## src/rtl/iforest_pkg.sv

```systemverilog
// iforest_pkg: shared widths, state encoding and helpers
// for the isolation-forest tree scheduler.
package iforest_pkg;

  localparam int DEF_DATA_W    = 8;
  localparam int DEF_NUM_TREES = 4;
  localparam int DEF_PATH_W    = 4;
  localparam int DEF_TIMEOUT   = 16;

  typedef enum logic [1:0] {
    ST_IDLE,
    ST_ISSUE,
    ST_WAIT,
    ST_RESULT
  } state_e;

  // Ceiling log2, never below 1 so widths stay legal.
  function automatic int clog2(input int n);
    int r;
    r = 0;
    while ((1 << r) < n) r++;
    return (r < 1) ? 1 : r;
  endfunction

endpackage

```

## src/rtl/iforest_watchdog.sv

```systemverilog
// iforest_watchdog: per-job cycle counter that flags
// the last allowed WAIT cycle of an engine job.
module iforest_watchdog
  import iforest_pkg::*;
#(
  parameter int TIMEOUT = DEF_TIMEOUT
) (
  input  logic clk,
  input  logic reset,
  input  logic clr_i,
  input  logic en_i,
  output logic expire_o
);

  localparam int CNT_W = clog2(TIMEOUT);
  localparam logic [CNT_W-1:0] LAST = CNT_W'(TIMEOUT - 1);

  logic [CNT_W-1:0] cnt_q, cnt_d;

  assign expire_o = en_i && (cnt_q == LAST);

  // Clear wins; count while enabled, saturating at LAST.
  always_comb begin
    cnt_d = cnt_q;
    if (clr_i) begin
      cnt_d = '0;
    end else if (en_i && (cnt_q != LAST)) begin
      cnt_d = cnt_q + 1'b1;
    end
  end

  // Counter register.
  always_ff @(posedge clk or posedge reset) begin
    if (reset) cnt_q <= '0;
    else       cnt_q <= cnt_d;
  end

endmodule

```

## src/rtl/iforest_tree_scheduler.sv

```systemverilog
// iforest_tree_scheduler: shares one tree engine across
// NUM_TREES trees per sample and scores the summed path.
module iforest_tree_scheduler
  import iforest_pkg::*;
#(
  parameter int DATA_W    = DEF_DATA_W,
  parameter int NUM_TREES = DEF_NUM_TREES,
  parameter int PATH_W    = DEF_PATH_W,
  parameter int TIMEOUT   = DEF_TIMEOUT,
  localparam int TREE_W   = clog2(NUM_TREES),
  localparam int ACC_W    = PATH_W + TREE_W
) (
  input  logic              clk,
  input  logic              reset,
  input  logic              s_valid,
  output logic              s_ready,
  input  logic [DATA_W-1:0] s_data,
  input  logic [ACC_W-1:0]  threshold,
  output logic              eng_start,
  output logic [TREE_W-1:0] eng_tree,
  output logic [DATA_W-1:0] eng_data,
  input  logic              eng_done,
  input  logic [PATH_W-1:0] eng_path_len,
  output logic              r_valid,
  input  logic              r_ready,
  output logic              r_anomaly,
  output logic [ACC_W-1:0]  r_score,
  output logic              r_err
);

  localparam logic [TREE_W-1:0] LAST_TREE =
    TREE_W'(NUM_TREES - 1);
  localparam logic [ACC_W-1:0] PATH_MAX =
    ACC_W'((1 << PATH_W) - 1);

  state_e            state_q, state_d;
  logic [TREE_W-1:0] tree_q, tree_d;
  logic [ACC_W-1:0]  acc_q, acc_d;
  logic [ACC_W-1:0]  thr_q, thr_d;
  logic [DATA_W-1:0] data_q, data_d;
  logic              err_q, err_d;
  logic              anom_q, anom_d;
  logic              rdy_q, rdy_d;
  logic              wd_clr, wd_en, wd_expire;
  logic              step;

  iforest_watchdog #(
    .TIMEOUT (TIMEOUT)
  ) u_wd (
    .clk      (clk),
    .reset    (reset),
    .clr_i    (wd_clr),
    .en_i     (wd_en),
    .expire_o (wd_expire)
  );

  assign s_ready   = rdy_q;
  assign eng_start = (state_q == ST_ISSUE);
  assign eng_tree  = tree_q;
  assign eng_data  = data_q;
  assign r_valid   = (state_q == ST_RESULT);
  assign r_score   = acc_q;
  assign r_anomaly = anom_q;
  assign r_err     = err_q;

  // Sequencing, accumulation and watchdog control.
  always_comb begin
    state_d = state_q;
    tree_d  = tree_q;
    acc_d   = acc_q;
    thr_d   = thr_q;
    data_d  = data_q;
    err_d   = err_q;
    anom_d  = anom_q;
    wd_clr  = 1'b0;
    wd_en   = 1'b0;
    step    = 1'b0;
    unique case (state_q)
      ST_IDLE: begin
        if (s_valid && rdy_q) begin
          data_d  = s_data;
          thr_d   = threshold;
          acc_d   = '0;
          err_d   = 1'b0;
          anom_d  = 1'b0;
          tree_d  = '0;
          state_d = ST_ISSUE;
        end
      end
      ST_ISSUE: begin
        wd_clr  = 1'b1;
        state_d = ST_WAIT;
      end
      ST_WAIT: begin
        wd_en = 1'b1;
        if (eng_done) begin
          acc_d = acc_q + {{TREE_W{1'b0}}, eng_path_len};
          step  = 1'b1;
        end else if (wd_expire) begin
          acc_d = acc_q + PATH_MAX;
          err_d = 1'b1;
          step  = 1'b1;
        end
        if (step) begin
          if (tree_q == LAST_TREE) begin
            anom_d  = (acc_d < thr_q);
            state_d = ST_RESULT;
          end else begin
            tree_d  = tree_q + 1'b1;
            state_d = ST_ISSUE;
          end
        end
      end
      ST_RESULT: begin
        if (r_ready) state_d = ST_IDLE;
      end
      default: state_d = ST_IDLE;
    endcase
    rdy_d = (state_d == ST_IDLE);
  end

  // State and datapath registers.
  always_ff @(posedge clk or posedge reset) begin
    if (reset) begin
      state_q <= ST_IDLE;
      tree_q  <= '0;
      acc_q   <= '0;
      thr_q   <= '0;
      data_q  <= '0;
      err_q   <= 1'b0;
      anom_q  <= 1'b0;
      rdy_q   <= 1'b0;
    end else begin
      state_q <= state_d;
      tree_q  <= tree_d;
      acc_q   <= acc_d;
      thr_q   <= thr_d;
      data_q  <= data_d;
      err_q   <= err_d;
      anom_q  <= anom_d;
      rdy_q   <= rdy_d;
    end
  end

endmodule

```

## config.mk

```make
export PLATFORM = sky130hd
export DESIGN_NAME = iforest_tree_scheduler
export DESIGN_NICKNAME = d
export VERILOG_FILES = /design/src/rtl/iforest_pkg.sv /design/src/rtl/iforest_watchdog.sv /design/src/rtl/iforest_tree_scheduler.sv
export SDC_FILE = /design/constraint.sdc
export NUM_CORES = 1
export LEC_CHECK = 0
export CORE_MARGIN = 8
export CORE_UTILIZATION = 45
export CTS_CLUSTER_DIAMETER = 80
export CTS_CLUSTER_SIZE = 20
export DETAILED_ROUTE_END_ITERATION = 7
export MAX_ROUTING_LAYER = met4
export PLACE_DENSITY_LB_ADDON = 0.12
export SLEW_MARGIN = 40
export SYNTH_ARGS = -nofsm -noshare
export SYNTH_HDL_FRONTEND = slang
export SYNTH_SLANG_ARGS = --single-unit
export TNS_END_PERCENT = 100
```

## constraint.sdc

```tcl
create_clock -name clk -period 2.52 [get_ports clk]
set_clock_uncertainty 0.05 [all_clocks]
set_input_delay 0.756 -clock clk [delete_from_list [all_inputs] [get_ports clk]]
set_output_delay 0.756 -clock clk [all_outputs]
set_load 0.02 [all_outputs]
```

# == Word level (Yosys, flattened, before mapping) ==
# Index checks and enable logic that the tools add are counted.
# totals
regBits,31
in_bits,23
out_inout_bits,21
# op_classes
n_addsub,4
magnitude_cmp,1
n_eq_ne,12
mux,28
reduce_logical,12
# op_table
cell,count
6-bit two-way mux,4
2-bit two-way mux,7
6-bit case mux with 2 select lines,1
4-bit AND reduction,3
1-bit two-way mux,10
2-bit inequality test (second input constant),5
4-bit two-way mux,2
2-bit case mux with 4 select lines,1
6-bit by 4-bit adder with 6-bit output,1
6-bit by 4-bit adder with 6-bit output (second input constant),1
2-bit == test (second input constant),3
6-bit < comparator,1
4-bit by 1-bit adder with 4-bit output (second input constant),1
4-bit == test (second input constant),1
2-bit logical NOT,2
4-bit inequality test (second input constant),1
1-bit case mux with 2 select lines,2
2-bit case mux with 2 select lines,1
2-bit AND reduction,2
2-bit nonzero test,2
1-bit logical AND,3
2-bit by 1-bit adder with 2-bit output (second input constant),1
2-bit by 1-bit == test with 1-bit output (second input constant),1
2-bit by 1-bit inequality test with 1-bit output (second input constant),1

# == Longest topological paths before layout ==
# Gate-level depths: netlist of the first run.
# depth
ltp_word,10
depth_mapped,11
depth_no_buf,11

# == Cells and area by module ==
# A second synthesis of the first run with hierarchy kept.
# hier_totals
hier_cells,186
hier_area_um2,1865.5
# by_module_without_submodules
module,instances,cells_each,area_each_um2,seq_area_each_um2
iforest_tree_scheduler,1,163,1631.6,675.6
iforest_watchdog,1,23,234.0,100.1

# == Worst setup path before layout of the first run ==
# No wires, ideal clock.
# synth_timing
path_kind,in2reg
startpoint,in eng_path_len[0]
endpoint,"reg anom_q, in the netlist r_anomaly"
setup_ns,0.095
arrival_ns,2.743
required_time_ns,2.375
slack_ns,-0.369
stages,11
cell_sequence,ha_1 -> fa_1 -> a21oi_1 -> o21ai_0 -> nor3_1 -> nor2_1 -> ha_1 -> a21oi_1 -> o211a_1 -> nand2_1 -> o31ai_1
# synth_via
elab_chain_cells,7
# synth_rtl
item,line_no,text
from (decl),iforest_tree_scheduler.sv:23,"input logic [PATH_W-1:0] eng_path_len,"
6-bit by 4-bit adder with 6-bit output,iforest_tree_scheduler.sv:97,"acc_d = acc_q + {{TREE_W{1'b0}}, eng_path_len};"
6-bit two-way mux,iforest_tree_scheduler.sv:96,if (eng_done) begin
6-bit two-way mux,iforest_tree_scheduler.sv:78,unique case (state_q)
6-bit < comparator,iforest_tree_scheduler.sv:106,anom_d = (acc_d < thr_q);
1-bit two-way mux,iforest_tree_scheduler.sv:105,if (tree_q == LAST_TREE) begin
1-bit two-way mux,iforest_tree_scheduler.sv:104,if (step) begin
1-bit case mux with 2 select lines,iforest_tree_scheduler.sv:78,
to (signal assigned),iforest_tree_scheduler.sv:140,anom_q <= anom_d;
to (decl),iforest_tree_scheduler.sv:42,"logic anom_q, anom_d;"
# Every way passes these cells. The select of a mux whose other input is x is not followed.
# A chain may end at the register's enable or synchronous reset.

# == Worst setup path in the final report of the first run ==
# Same ends and word-level chain as after synthesis.

==> impl_metrics.json, run 1 <==
{
  "status": "finished, violations left",
  "failed_checks": "negative setup slack",
  "met3_length_microns": 248,
  "synth_edf_count": 0,
  "synth_cell_types": 50,
  "required_ns": 2.65,
  "die_x_microns": 81.5,
  "drv_cap": 0,
  "grt_setup_unrepaired": "true",
  "finalPower_w": 0.00308,
  "cts_setup_buffers": 0,
  "min_period_over_period_pct": 103,
  "peakVddDrop_v": 0.000688,
  "maxSlewViolCount": 0,
  "port_buffers": 43,
  "worst_slew_pin_slew_ns": 0.413,
  "start_kind": "primary input",
  "layout_setup_ws_ns": -0.0635,
  "wl_per_cell_microns": 14.9,
  "routed_via_density": 5.40,
  "ys_top_cells_by_area": "dfrtp_1 40%, nand2_1 8.6%, ha_1 7.8%",
  "dr_wl_met2_microns": 2470,
  "start_util_pct": 45.6,
  "holdCritStartpoint": "eng_data[1]",
  "dr.max_layer_used": "met4",
  "gp_congestion": 0.821,
  "fin_nets": 323,
  "hold_depth": 2,
  "fill_cells": 354,
  "clock-sinks": 31,
  "drc": 0,
  "grtUsageTotal_pct": 16.9,
  "min_to": "eng_data[1]",
  "mostFrequentLayoutCells": "44 x nand2_1, 37 x clkdlybuf4s50_1, 30 x dfrtp_1, 29 x buf_4, 13 x o21ai_0",
  "clk_pin_slew_worst_paths_ns": 0.06,
  "p_leak_nw": 1.25,
  "crit_path_end_kind": "flop",
  "syn_avg_cell_area_sq_um": 8.82,
  "reg2reg_slack_ns": 0,
  "syn-instance-count": 219,
  "clock.fmax_ghz": 0.387,
  "cts_tree": "yes",
  "synth_seq_cells": 31,
  "clock-root-buffer": "clkbuf_8",
  "dieArea_sq_um": 6640,
  "dieHeight_microns": 81.5,
  "syn_to_final_growth_pct": 43.0,
  "grt_max_degree": 32,
  "drt_iter0_markers": 106,
  "numCtsBuffers": 5,
  "wl_met1_microns": 2320,
  "min_path_type": "reg2reg",
  "critPathKind": "in2reg",
  "period_needed_ns": 2.58,
  "r2r-end": "r_anomaly",
  "worst_skew_pair.late_latency_ns": 0.27,
  "synth_area_leader_cell": "dfrtp_1",
  "firstDrtPassIters": 4,
  "preCtsSetupSlack_ns": -0.861,
  "grt_pass1_vias": 1808,
  "synth_top_area_share_pct": 40.2,
  "cts_max_path_buffers": 2,
  "layout_commonest_cell": "nand2_1",
  "powerDensity_nw_per_um2": 1120,
  "routed_wl_microns": 5050,
  "num_vias": 1836,
  "core-area_sq_um": 4230,
  "cp.arrival_ns": 2.71,
  "synth.yosys.warnings": 0,
  "io_pins": 44,
  "timing.rr.start": "u_wd.cnt_q[0]",
  "reg2regPathDepth": 10,
  "postRouteAntennaNets": 0,
  "rows": 24,
  "drive_gt1_share_pct": 20.1,
  "cts-htree-levels": 2,
  "path_max_fanout": 3,
  "ys.flop_type": "dfrtp_1",
  "hold_viol": 0,
  "synth-async-reset-ratio_pct": 100,
  "slew_headroom_pct": 72.5,
  "yosysSeqAreaShare_pct": 40.2,
  "diodes": 0,
  "syn-cell-area_sq_um": 1930,
  "grt_pass1_wl_microns": 8650,
  "synth_nets": 255,
  "hpwl_microns": 3800,
  "antenna_found_initial": 0,
  "grt_overflow": 0,
  "fin_setup_tns_ns": -0.0635,
  "setup_viol": 1
}
## state kept, by name, indices dropped and copies added (netlist names)
signal / count
eng_tree: 2
thr_q: 6
eng_data: 8
r_err: 1
u_wd.cnt_q: 4
state_q: 2
r_anomaly: 1
s_ready: 1
r_score: 6
## repair_timing
action                                  4_1_cts  5_1_grt
endpoints found under the setup margin        1        2
pin swaps                                    17        0
cloned                                        0        0
gates resized for setup                      22        2
hold buffers                                  0        0
## area by class of cell
class,instances,area [sq um],area share [%]
Sequential cell,31,777,28.2
Tap cell,52,65.1,2.36
Clock inverter,1,5.00,0.181
Inverter,12,45.0,1.63
Clock buffer,7,76.3,2.77
Timing Repair Buffer,72,651,23.6
Multi-Input combinational cell,165,1140,41.3
## worst max-delay path: stages
cell,delay (ns)
buf_6,0.10
ha_4,0.15
fa_2,0.35
a21oi_2,0.14
o21ai_2,0.09
o21a_1,0.17
nor2_1,0.10
ha_1,0.28
a21oi_2,0.15
o211a_1,0.16
nand2_1,0.06
o31ai_1,0.21
## routing by layer
metal  vias up  global-route usage [%]
met1       874                    21.2
li1        913                       -
met3         2                    4.49
met5         -                       -
met4         0                    3.57
met2        47                    26.8
## where the power goes
| part | total (W) | internal (W) | leakage [nW] | switching [W] |
|---|---|---|---|---|
| registers | 0.000867 | 0.000705 | 0.393 | 0.000162 |
| clock network | 0.000370 | 0.000194 | 0.0422 | 0.000177 |
| logic | 0.00185 | 0.000889 | 0.819 | 0.000958 |
## kinds of logic (layout without fill, tap and decap cells)
kind of cell / Yosys count / after routing / synth area share, %
fa+ha+maj: 13 / 13 / 8.81
buf+inv: 23 / 92 / 5.51
mux: 3 / 3 / 1.68
compound gates: 59 / 59 / 21.8
simple gates: 86 / 86 / 20.2
flops: 31 / 31 / 40.2
xor+xnor: 4 / 4 / 1.81
## cells in the mapped netlist, drive strengths merged (4+ instances only)
cell type and number:
nand2 44, dfrtp 31, o21ai 17, ha 12
inv 12, nor2 12, a21oi 10, nor3 10
buf 9, nand3 5, a211oi 4, xor2 4
## how the worst max path moves through the flow
| stage | to | from | slack (ns) |
|---|---|---|---|
| after floorplan | r_anomaly | eng_path_len[0] | -0.20 |
| after global placement | r_anomaly | eng_path_len[0] | -0.74 |
| after detailed placement | r_anomaly | eng_path_len[0] | -0.86 |
| after CTS | r_anomaly | eng_path_len[0] | -0.07 |
| after global routing | r_anomaly | eng_path_len[0] | -0.16 |
| final | r_anomaly | eng_path_len[0] | -0.06 |
## metrics by stage
step                hold WS (ns)  util, %  area, sq um  std cells
floorplan                  0.446        -         1960        219
global placement           0.410     62.2         2630        333
detailed placement         0.416     62.2         2630        333
CTS                        0.428     65.1         2760        340
global route               0.460     65.2         2760        340
finish                     0.423     65.2         2760        340
No activity file was read; power rests on OpenSTA's default activity.
==> run 2: changes to the inputs <==
- ABC_AREA: not set -> 1
- CORE_UTILIZATION: 45 -> 44
- RECOVER_POWER: not set -> 100
==> run 2 against run 1 <==
Against the previous run: the run still ends with negative setup slack left; clock power rose by 18%; first-iteration DRC count decreased by 12%; final cell count shrank 2.4%; combinational power is 8% lower; register-to-register slack improved by 0.02 ns; routed wire length is 14% lower; sequential power rose by 2%; global-route usage decreased by 1.8 points; synthesized cell count up 0.91%; critical endpoint unchanged; largest power group unchanged.
==> impl_metrics.json, run 2 <==
{
  "port_buffers": 43,
  "start_util_pct": 45.2,
  "layout_commonest_cell": "nand2_1",
  "syn_to_final_growth_pct": 42.6,
  "grt_setup_unrepaired": "true",
  "synth_cell_types": 31,
  "routed_wl_microns": 4330,
  "failed_checks": "negative setup slack",
  "critPathKind": "in2reg",
  "crit_path_end_kind": "flop",
  "antenna_found_initial": 0,
  "peakVddDrop_v": 0.000555,
  "min_period_over_period_pct": 103,
  "grt_pass1_vias": 1631,
  "grt_max_degree": 32,
  "cts_max_path_buffers": 2,
  "synth_top_area_share_pct": 43.6,
  "required_ns": 2.69,
  "grt_pass1_wl_microns": 7390,
  "yosysSeqAreaShare_pct": 43.6,
  "synth_fa_ha_area_share_pct": 9.56,
  "synth-compound-area-share_pct": 11.2,
  "syn-cell-area_sq_um": 1780,
  "synth_top_family_by_area": "simple AND/OR/NAND/NOR gates",
  "yosys.cell_count.top_type": "nand2_1",
  "cp.arrival_ns": 2.77,
  "preCtsSetupSlack_ns": -0.799,
  "setup_viol": 1,
  "path_cells": "buf_6, ha_4, fa_2, nand2_2, inv_2, o21ai_2, nand3_2, nand2_2, xor2_2, inv_1, ha_1, nand2_2, inv_2, nand3_2, nand2_2, a211oi_2, nand2_1, nand2_1",
  "min_path_type": "reg2reg",
  "firstDrtPassIters": 4,
  "whs_ns": 0.427,
  "clock-sinks": 31,
  "cp_top_family": "adder cells",
  "fill_cells": 342,
  "synth-async-reset-ratio_pct": 100,
  "drive_gt1_share_pct": 18.4,
  "synth.yosys.warnings": 0,
  "worst_skew_pair.late_latency_ns": 0.28,
  "clock.fmax_ghz": 0.385,
  "yosys.area_share.xor_xnor_pct": 1.48,
  "grt_overflow": 0,
  "drc": 0,
  "synth_nets": 257,
  "fin_nets": 317,
  "rows": 23,
  "cts_tree": "yes",
  "maxSlewViolCount": 0,
  "ys_top_cells_by_area": "dfrtp_1 44%, nand2_1 16%, ha_1 8.4%",
  "path_common_cell": "nand2_2",
  "hpwl_microns": 3210,
  "gp_congestion": 0.849,
  "synth_seq_cells": 31,
  "routed_via_density": 4.89,
  "max_stage_delay_ns": 0.34,
  "io_pins": 44,
  "worst_slew_pin_slew_ns": 0.790,
  "powerDensity_nw_per_um2": 1190,
  "cts_hold_buf": 0,
  "period_needed_ns": 2.60,
  "synthMuxAreaShare_pct": 0,
  "drv_cap": 0,
  "ys.flop_type": "dfrtp_1",
  "p_leak_nw": 1.22,
  "die_x_microns": 79.6,
  "cts-htree-levels": 2,
  "path_max_fanout": 2,
  "ys_top_cells_by_count": "76 x nand2_1, 31 x dfrtp_1, 23 x inv_1",
  "cp_num_buf_inv": 4,
  "hold_viol": 0,
  "layout_setup_ws_ns": -0.0766,
  "crit_slowest_cell": "fa_2",
  "status": "finished, violations left",
  "syn-instance-count": 221,
  "mostFrequentLayoutCells": "72 x nand2_1, 38 x clkdlybuf4s50_1, 31 x dfrtp_1, 21 x inv_1, 14 x o21ai_0",
  "slew_headroom_pct": 47.3,
  "start_kind": "primary input",
  "num_vias": 1622,
  "clock-root-buffer": "clkbuf_8",
  "synth_simple_gate_area_share_pct": 27.5,
  "synth_edf_count": 0,
  "dieArea_sq_um": 6340,
  "postRouteAntennaNets": 0,
  "dieHeight_microns": 79.6,
  "synth_area_leader_cell": "dfrtp_1",
  "numCtsBuffers": 5,
  "syn_avg_cell_area_sq_um": 8.06,
  "core-area_sq_um": 3940,
  "diodes": 0,
  "reg2reg_slack_ns": 0.02,
  "largest_reg_flops": 8,
  "drt_iter0_markers": 93,
  "fin_setup_tns_ns": -0.0766,
  "clk_pin_slew_worst_paths_ns": 0.06,
  "grtUsageTotal_pct": 15.2,
  "wl_per_cell_microns": 13.0
}
## run 2: path summary, 6_finish.rpt
| check | from | end | depth (start not counted) |
|---|---|---|---|
| max | eng_path_len[0] | r_anomaly | 18 |
| min | eng_data[6] | eng_data[6] | 2 |
| min in group asynchronous | reset | eng_tree[1] | 3 |
| max in group asynchronous | reset | r_score[1] | 3 |
| max reg2reg | u_wd.cnt_q[0] | r_anomaly | 14 |
| min reg2reg | eng_data[6] | eng_data[6] | 2 |
## run 2: cells by family (layout without fill, tap and decap cells)
family | Yosys count | in the layout
simple gates | 111 | 111
compound gates | 33 | 33
flops | 31 | 31
buf+inv | 30 | 91
fa+ha+maj | 13 | 13
xor+xnor | 3 | 3
## run 2: cell type report
class / instances / area, sq um / share of cell area, %
flip-flops and latches: 31 / 776 / 30.6
inverters: 27 / 104 / 4.09
repair buffers: 56 / 523 / 20.6
clock inverters: 1 / 7.51 / 0.296
multi-input cells: 160 / 970 / 38.2
clock buffers: 7 / 96.3 / 3.79
well taps: 50 / 62.6 / 2.46
## run 2: worst reg2reg max path: stages (launching register included)
cell and delay [ns]:
dfrtp_1 0.39, ha_1 0.21, nand3_1 0.26, nor2_8 0.23, inv_4 0.06, o21ai_2 0.16
nand3_1 0.08, nand2_1 0.06, nand2_1 0.11, ha_4 0.25, a211oi_2 0.23, nand2_2 0.08
a211oi_2 0.14, nand2_1 0.08, nand2_1 0.05
## run 2: power breakdown
group / internal, W / switching, W / total (W)
combinational: 0.000773 / 0.000942 / 0.00171
sequential: 0.000711 / 0.000173 / 0.000884
clock: 0.000248 / 0.000187 / 0.000435
total: 0.00173 / 0.00130 / 0.00303
## run 2: through the flow
| step | cells | total power, W | area [sq um] | util [%] |
|---|---|---|---|---|
| after CTS | 332 | 0.00299 | 2500 | 63.4 |
| final | 332 | 0.00303 | 2540 | 64.4 |
| after global routing | 332 | 0.00332 | 2540 | 64.4 |
| after global placement | 318 | 0.00237 | 2310 | 58.7 |
| after detailed placement | 318 | 0.00239 | 2310 | 58.7 |
| after floorplan | 221 | 0.00183 | 1780 | - |
## run 2: timing repair
item	CTS	global route
pin swaps	12	12
gates resized for setup	13	12
setup buffers	6	0
setup endpoints to repair	1	2
## run 2: metal layers
metal / vias to the layer above / GRT usage (%) / part of all wire (%)
li1: 830 / - / -
met1: 734 / 18.4 / 47
met2: 48 / 23.1 / 45
met3: 10 / 4.39 / 5.8
met4: 0 / 5.74 / 2.5
met5: - / - / 0
